===== config.mk =====
export PLATFORM = sky130hd
export DESIGN_NAME = tmr_seq_voter
export DESIGN_NICKNAME = d
export VERILOG_FILES = /design/src/rtl/tmr_seq_voter.sv
export SDC_FILE = /design/constraint.sdc
export NUM_CORES = 1
export LEC_CHECK = 0
export ABC_AREA = 0
export CAP_MARGIN = 20
export CORE_ASPECT_RATIO = 0.8
export CORE_MARGIN = 2
export CORE_UTILIZATION = 40
export DETAILED_ROUTE_END_ITERATION = 16
export PLACE_DENSITY = 0.75
export SLEW_MARGIN = 20
export SYNTH_ARGS = -nofsm -noshare
export SYNTH_HDL_FRONTEND = slang
export SYNTH_SLANG_ARGS = --single-unit

===== constraint.sdc =====
create_clock -name clk -period 4.51 [get_ports clk]
set_input_delay 0.902 -clock clk [delete_from_list [all_inputs] [get_ports clk]]
set_output_delay 0.902 -clock clk [all_outputs]
set_load 0.01 [all_outputs]

===== src/rtl/tmr_seq_voter.sv =====
// Registered W-bit triple-modular-redundancy voter with per-replica fault tracking.
// Degrades TMR -> DUPLEX -> FAIL as replicas persistently disagree with the vote.
module tmr_seq_voter #(
    parameter int W         = 10,
    parameter int FAULT_THR = 4,
    parameter int CW        = 3,
    parameter int EW        = 16
) (
    input  logic         clk,
    input  logic         rst_n,
    input  logic         in_valid,
    input  logic [W-1:0] rep_a,
    input  logic [W-1:0] rep_b,
    input  logic [W-1:0] rep_c,
    input  logic         clr_fault,
    output logic         out_valid,
    output logic [W-1:0] vote_out,
    output logic         mismatch,
    output logic [2:0]   fault,
    output logic [1:0]   mode,
    output logic [EW-1:0] err_cnt
);

    typedef enum logic [1:0] {
        MODE_TMR    = 2'd0,
        MODE_DUPLEX = 2'd1,
        MODE_FAIL   = 2'd2
    } mode_e;

    localparam logic [CW-1:0] CNT_MAX = {CW{1'b1}};
    localparam logic [CW-1:0] CNT_THR = CW'(FAULT_THR);
    localparam logic [EW-1:0] ERR_MAX = {EW{1'b1}};

    function automatic logic [W-1:0] maj3(input logic [W-1:0] a, input logic [W-1:0] b,
                                          input logic [W-1:0] c);
        return (a & b) | (a & c) | (b & c);
    endfunction

    function automatic mode_e mode_of(input logic [2:0] f);
        logic [1:0] pop;
        pop = {1'b0, f[0]} + {1'b0, f[1]} + {1'b0, f[2]};
        case (pop)
            2'd0:    return MODE_TMR;
            2'd1:    return MODE_DUPLEX;
            default: return MODE_FAIL;
        endcase
    endfunction

    mode_e         mode_r;
    logic [2:0]    fault_r;
    logic [CW-1:0] cnt_r [3];
    logic [W-1:0]  vote_r;
    logic          mis_r;
    logic          valid_r;
    logic [EW-1:0] err_r;

    logic [W-1:0]  rep_s [3];
    logic [W-1:0]  maj_s;
    logic [W-1:0]  vote_nxt_s;
    logic          mis_nxt_s;
    logic [2:0]    dis_s;
    logic [1:0]    x_s;
    logic [1:0]    y_s;
    logic [2:0]    fault_nxt_s;
    logic [CW-1:0] cnt_nxt_s [3];
    logic [CW-1:0] inc_s;

    assign rep_s[0] = rep_a;
    assign rep_s[1] = rep_b;
    assign rep_s[2] = rep_c;
    assign maj_s    = maj3(rep_a, rep_b, rep_c);

    // Vote and per-replica disagreement for the current sample under the current mode.
    always_comb begin
        vote_nxt_s = vote_r;
        mis_nxt_s  = 1'b0;
        dis_s      = 3'b000;
        // The two surviving replicas in DUPLEX, lower index first.
        case (fault_r)
            3'b001:  begin x_s = 2'd1; y_s = 2'd2; end
            3'b010:  begin x_s = 2'd0; y_s = 2'd2; end
            default: begin x_s = 2'd0; y_s = 2'd1; end
        endcase
        case (mode_r)
            MODE_TMR: begin
                vote_nxt_s = maj_s;
                dis_s[0]   = (rep_s[0] != maj_s);
                dis_s[1]   = (rep_s[1] != maj_s);
                dis_s[2]   = (rep_s[2] != maj_s);
                mis_nxt_s  = |dis_s;
            end
            MODE_DUPLEX: begin
                if (rep_s[x_s] == rep_s[y_s]) begin
                    vote_nxt_s = rep_s[x_s];
                end else begin
                    mis_nxt_s  = 1'b1;
                    dis_s[x_s] = 1'b1;
                    dis_s[y_s] = 1'b1;
                end
            end
            default: begin
                mis_nxt_s = 1'b1;
            end
        endcase
    end

    // Next disagreement counters and sticky fault flags.
    always_comb begin
        fault_nxt_s = fault_r;
        cnt_nxt_s   = cnt_r;
        inc_s       = '0;
        if (clr_fault) begin
            fault_nxt_s = 3'b000;
            for (int k = 0; k < 3; k++) begin
                cnt_nxt_s[k] = '0;
            end
        end else if (in_valid && (mode_r != MODE_FAIL)) begin
            for (int k = 0; k < 3; k++) begin
                if (fault_r[k]) begin
                    cnt_nxt_s[k] = cnt_r[k];
                end else if (dis_s[k]) begin
                    inc_s        = (cnt_r[k] == CNT_MAX) ? cnt_r[k] : cnt_r[k] + CW'(1);
                    cnt_nxt_s[k] = inc_s;
                    if (inc_s == CNT_THR) begin
                        fault_nxt_s[k] = 1'b1;
                    end else begin
                        fault_nxt_s[k] = fault_r[k];
                    end
                end else begin
                    cnt_nxt_s[k] = '0;
                end
            end
        end else begin
            fault_nxt_s = fault_r;
        end
    end

    // State and registered outputs.
    always_ff @(posedge clk or negedge rst_n) begin
        if (!rst_n) begin
            mode_r  <= MODE_TMR;
            fault_r <= 3'b000;
            for (int k = 0; k < 3; k++) begin
                cnt_r[k] <= '0;
            end
            vote_r  <= '0;
            mis_r   <= 1'b0;
            valid_r <= 1'b0;
            err_r   <= '0;
        end else begin
            valid_r <= in_valid;
            if (in_valid) begin
                vote_r <= vote_nxt_s;
                mis_r  <= mis_nxt_s;
                if (mis_nxt_s && (err_r != ERR_MAX)) begin
                    err_r <= err_r + EW'(1);
                end
            end else begin
                mis_r <= 1'b0;
            end
            fault_r <= fault_nxt_s;
            cnt_r   <= cnt_nxt_s;
            mode_r  <= mode_of(fault_nxt_s);
        end
    end

    assign out_valid = valid_r;
    assign vote_out  = vote_r;
    assign mismatch  = mis_r;
    assign fault     = fault_r;
    assign mode      = mode_r;
    assign err_cnt   = err_r;

endmodule


==> results.json <==
{
  "fin_tns_setup_ns": 0,
  "finalSetupViolCount": 0,
  "post_cts_buffers": 0,
  "grt_usage_pct": 18.4,
  "synth_warnings": 0,
  "postRouteAntennaNets": 0,
  "finalWirelength_um": 8390,
  "grt_max_degree": 43,
  "p_sw_uw": 396,
  "layout_min_cycle_time_ns": 3.66,
  "synthToLayoutAreaGrowth_pct": 20.2,
  "drv_slew": 0,
  "synth_common_cells": "dfrtp_1, xnor2_1, nand2_1",
  "first_pass_iters": 5,
  "tightest_slew_ns": 0.969,
  "path_class": "primary input to register",
  "num_vias": 3147,
  "cts-root-buf": "clkbuf_8",
  "pwr-share-seq_pct": 42.4,
  "slew_headroom_pct": 35.3,
  "synthFlopType": "dfrtp_1",
  "final_core_utilization_pct": 48.9,
  "cts.path.max_buffers": 2,
  "min_from": "vote_out[4]$_DFFE_PN0P_",
  "start_util_pct": 40.7,
  "final_nets": 478,
  "ios": 67,
  "internal_power_uw": 758,
  "grt_pass1_wl_um": 13800,
  "num_rows": 30,
  "yosysSeqAreaShare_pct": 30.7,
  "drc": 0,
  "yosys_register_bits": 42,
  "n_antenna_cell": 0,
  "port_buffers": 66,
  "total_power_mw": 1.15,
  "dieArea_um2": 9310,
  "hold_viol_final": 0,
  "p_leak_nw": 1.54,
  "stdcell_area_um2": 4110,
  "status": "finished clean",
  "fmax_ghz": 0.273,
  "clock_latency_ns": 0.29,
  "syn_inst": 403,
  "cts.reportedPaths.clkPinSlew_ns": 0.09,
  "placed_area_um2": 4020,
  "netlist.area_leader.share_pct": 30.7,
  "synth_top_area_cell": "dfrtp_1",
  "ys_types": 57,
  "cts_resized": 0,
  "numCtsBuffers": 5,
  "max_cap_viol_count": 0,
  "cp_max_fo": 11,
  "syn_area_per_cell_um2": 8.49,
  "fp.dieH_um": 86.7,
  "clock_sinks": 42,
  "clkPwrFrac_pct": 21.8,
  "synth_edf_count": 0,
  "die-width_um": 107,
  "fin_skew_ns": 0.00561,
  "hpwlAfterDp_um": 6400,
  "comb_power_share_pct": 35.7,
  "via_per_inst": 5.70,
  "syn-cell-area_um2": 3420,
  "cp_data_required_time_ns": 4.70,
  "cts_hold_buf": 0,
  "hold_path.class": "register to register",
  "core_um2": 8410,
  "critPathLaunch": "rep_a[7]",
  "gp_routability_congestion": 0.971,
  "synthTopCellsByArea": "dfrtp_1, xnor2_1, buf_2",
  "end_kind": "register",
  "ir_drop_mv": 0.195,
  "overflow": 0,
  "cts_htree_levels": 2,
  "drt-initial-drc-count": 244,
  "final.period_utilization_pct": 81.2,
  "final_layout_size_suffix_gt1_share_pct": 6.36,
  "first_global_vias": 2818,
  "arrival_ns": 3.85,
  "start_kind": "primary input",
  "p_sw_share_pct": 34.3,
  "cts_tree": "done",
  "yosysMostFrequentCell": "dfrtp_1",
  "async_flop_share_pct": 100,
  "powerDensity_nw_per_um2": 281,
  "rsz0062_at_grt": "false",
  "wire_per_inst_um": 15.2,
  "synthesis.nets": 442,
  "antenna_found_initial": 0,
  "reg2reg_from": "fault[1]$_DFF_PN0_"
}
==> cells by family (layout without fill, tap and decap cells) <==
kind of cell / count (synthesis) / in the layout / share of synthesized area [%]
and+or+nand+nor: 180 / 180 / 31.6
AOI/OAI and AO/OA: 91 / 91 / 18.3
buffers and inverters: 44 / 81 / 6.58
DFF: 42 / 42 / 30.7
xor gates and xnor gates: 38 / 38 / 9.73
adders and majority gates: 5 / 5 / 2.05
muxes: 3 / 3 / 0.987
==> worst max-delay path, stage by stage <==
cell and delay, ns:
clkdlybuf4s50_1 0.58, and2_1 0.27, o22ai_1 0.26, nor4_2 0.12, a31oi_4 0.26, nor2_1 0.08, a211oi_2 0.44, a21oi_1 0.14
or2_1 0.25, fa_1 0.50, nor2_1 0.04
==> routing by layer <==
layer | routed length, um | vias to the layer above | global-route usage, %
met1 | 4070 | 1491 | 27.2
li1 | - | 1537 | -
met2 | 3660 | 112 | 28.1
met4 | 26 | 0 | 2.68
met5 | 0 | - | 0
met3 | 637 | 7 | 4.36
==> power groups by stage <==
| stage | clock [mW] | combinational [mW] | sequential [mW] |
|---|---|---|---|
| 5_1_grt | 0.279 | 0.453 | 0.501 |
| 3_3_place_gp | 0 | 0.401 | 0.493 |
| 2_1_floorplan | 0 | 0.227 | 0.508 |
| 3_5_place_dp | 0 | 0.412 | 0.498 |
| 6_report | 0.252 | 0.412 | 0.490 |
| 4_1_cts | 0.261 | 0.414 | 0.491 |
==> layout by cell type, fill, tap and decap left out, types with 4 or more instances in the layout <==
cell             count
o22ai_1              9
o31ai_1              9
nand4_1             17
dfrtp_1             42
a31oi_1              6
nor2_1              29
nor2b_1              9
and3b_1              4
nand3b_1            12
o21ai_1              6
xnor2_1             37
nor3_1               4
nor3b_1             10
clkbuf_8             5
or3b_1              10
and3_1               6
and2_1              10
nand2b_1             7
inv_1                5
nand2_1             32
ha_1                 4
clkdlybuf4s50_1     65
o32ai_1              8
nand3_1             10
a221oi_1             4
a21oi_1             25
a211oi_1             4
o21ai_0              9
==> path summary, 6_finish.rpt <==
path	endpoint	slack, ns	depth (start not counted)
setup / recovery	mode[0]$_DFF_PN0_	0.85	11
hold / removal	vote_out[4]$_DFFE_PN0P_	0.48	2
setup reg to reg	mode[0]$_DFF_PN0_	1.71	10
hold reg to reg	vote_out[4]$_DFFE_PN0P_	0.48	2
max in group asynchronous	vote_out[2]$_DFFE_PN0P_	3.18	1
min in group asynchronous	vote_out[9]$_DFFE_PN0P_	0.74	1
==> state kept, by name, summed over array words and instances, names as in the netlist <==
| name | count |
|---|---|
| err_cnt | 16 |
| mismatch | 1 |
| out_valid | 1 |
| cnt_r | 9 |
| vote_out | 10 |
| mode | 2 |
| fault | 3 |
==> through the flow <==
step | setup WS [ns] | hold slack, ns | instances
finish | 0.846 | 0.484 | 552
detailed placement | 0.584 | 0.470 | 544
floorplan | 1.39 | 0.484 | 403
global placement | 0.729 | 0.465 | 544
CTS | 0.890 | 0.492 | 552
global route | 0.687 | 0.520 | 552
==> cell type report <==
cell class | count | area, um^2
tap | 112 | 140
timing repair buffer | 66 | 656
fill | 814 | 4300
inverter | 7 | 26.3
sequential | 42 | 1050
clock buffer | 5 | 68.8
clock inverter | 3 | 25.0
multi-input combinational | 317 | 2140
Note: power is estimated with default switching activity, not from simulation.
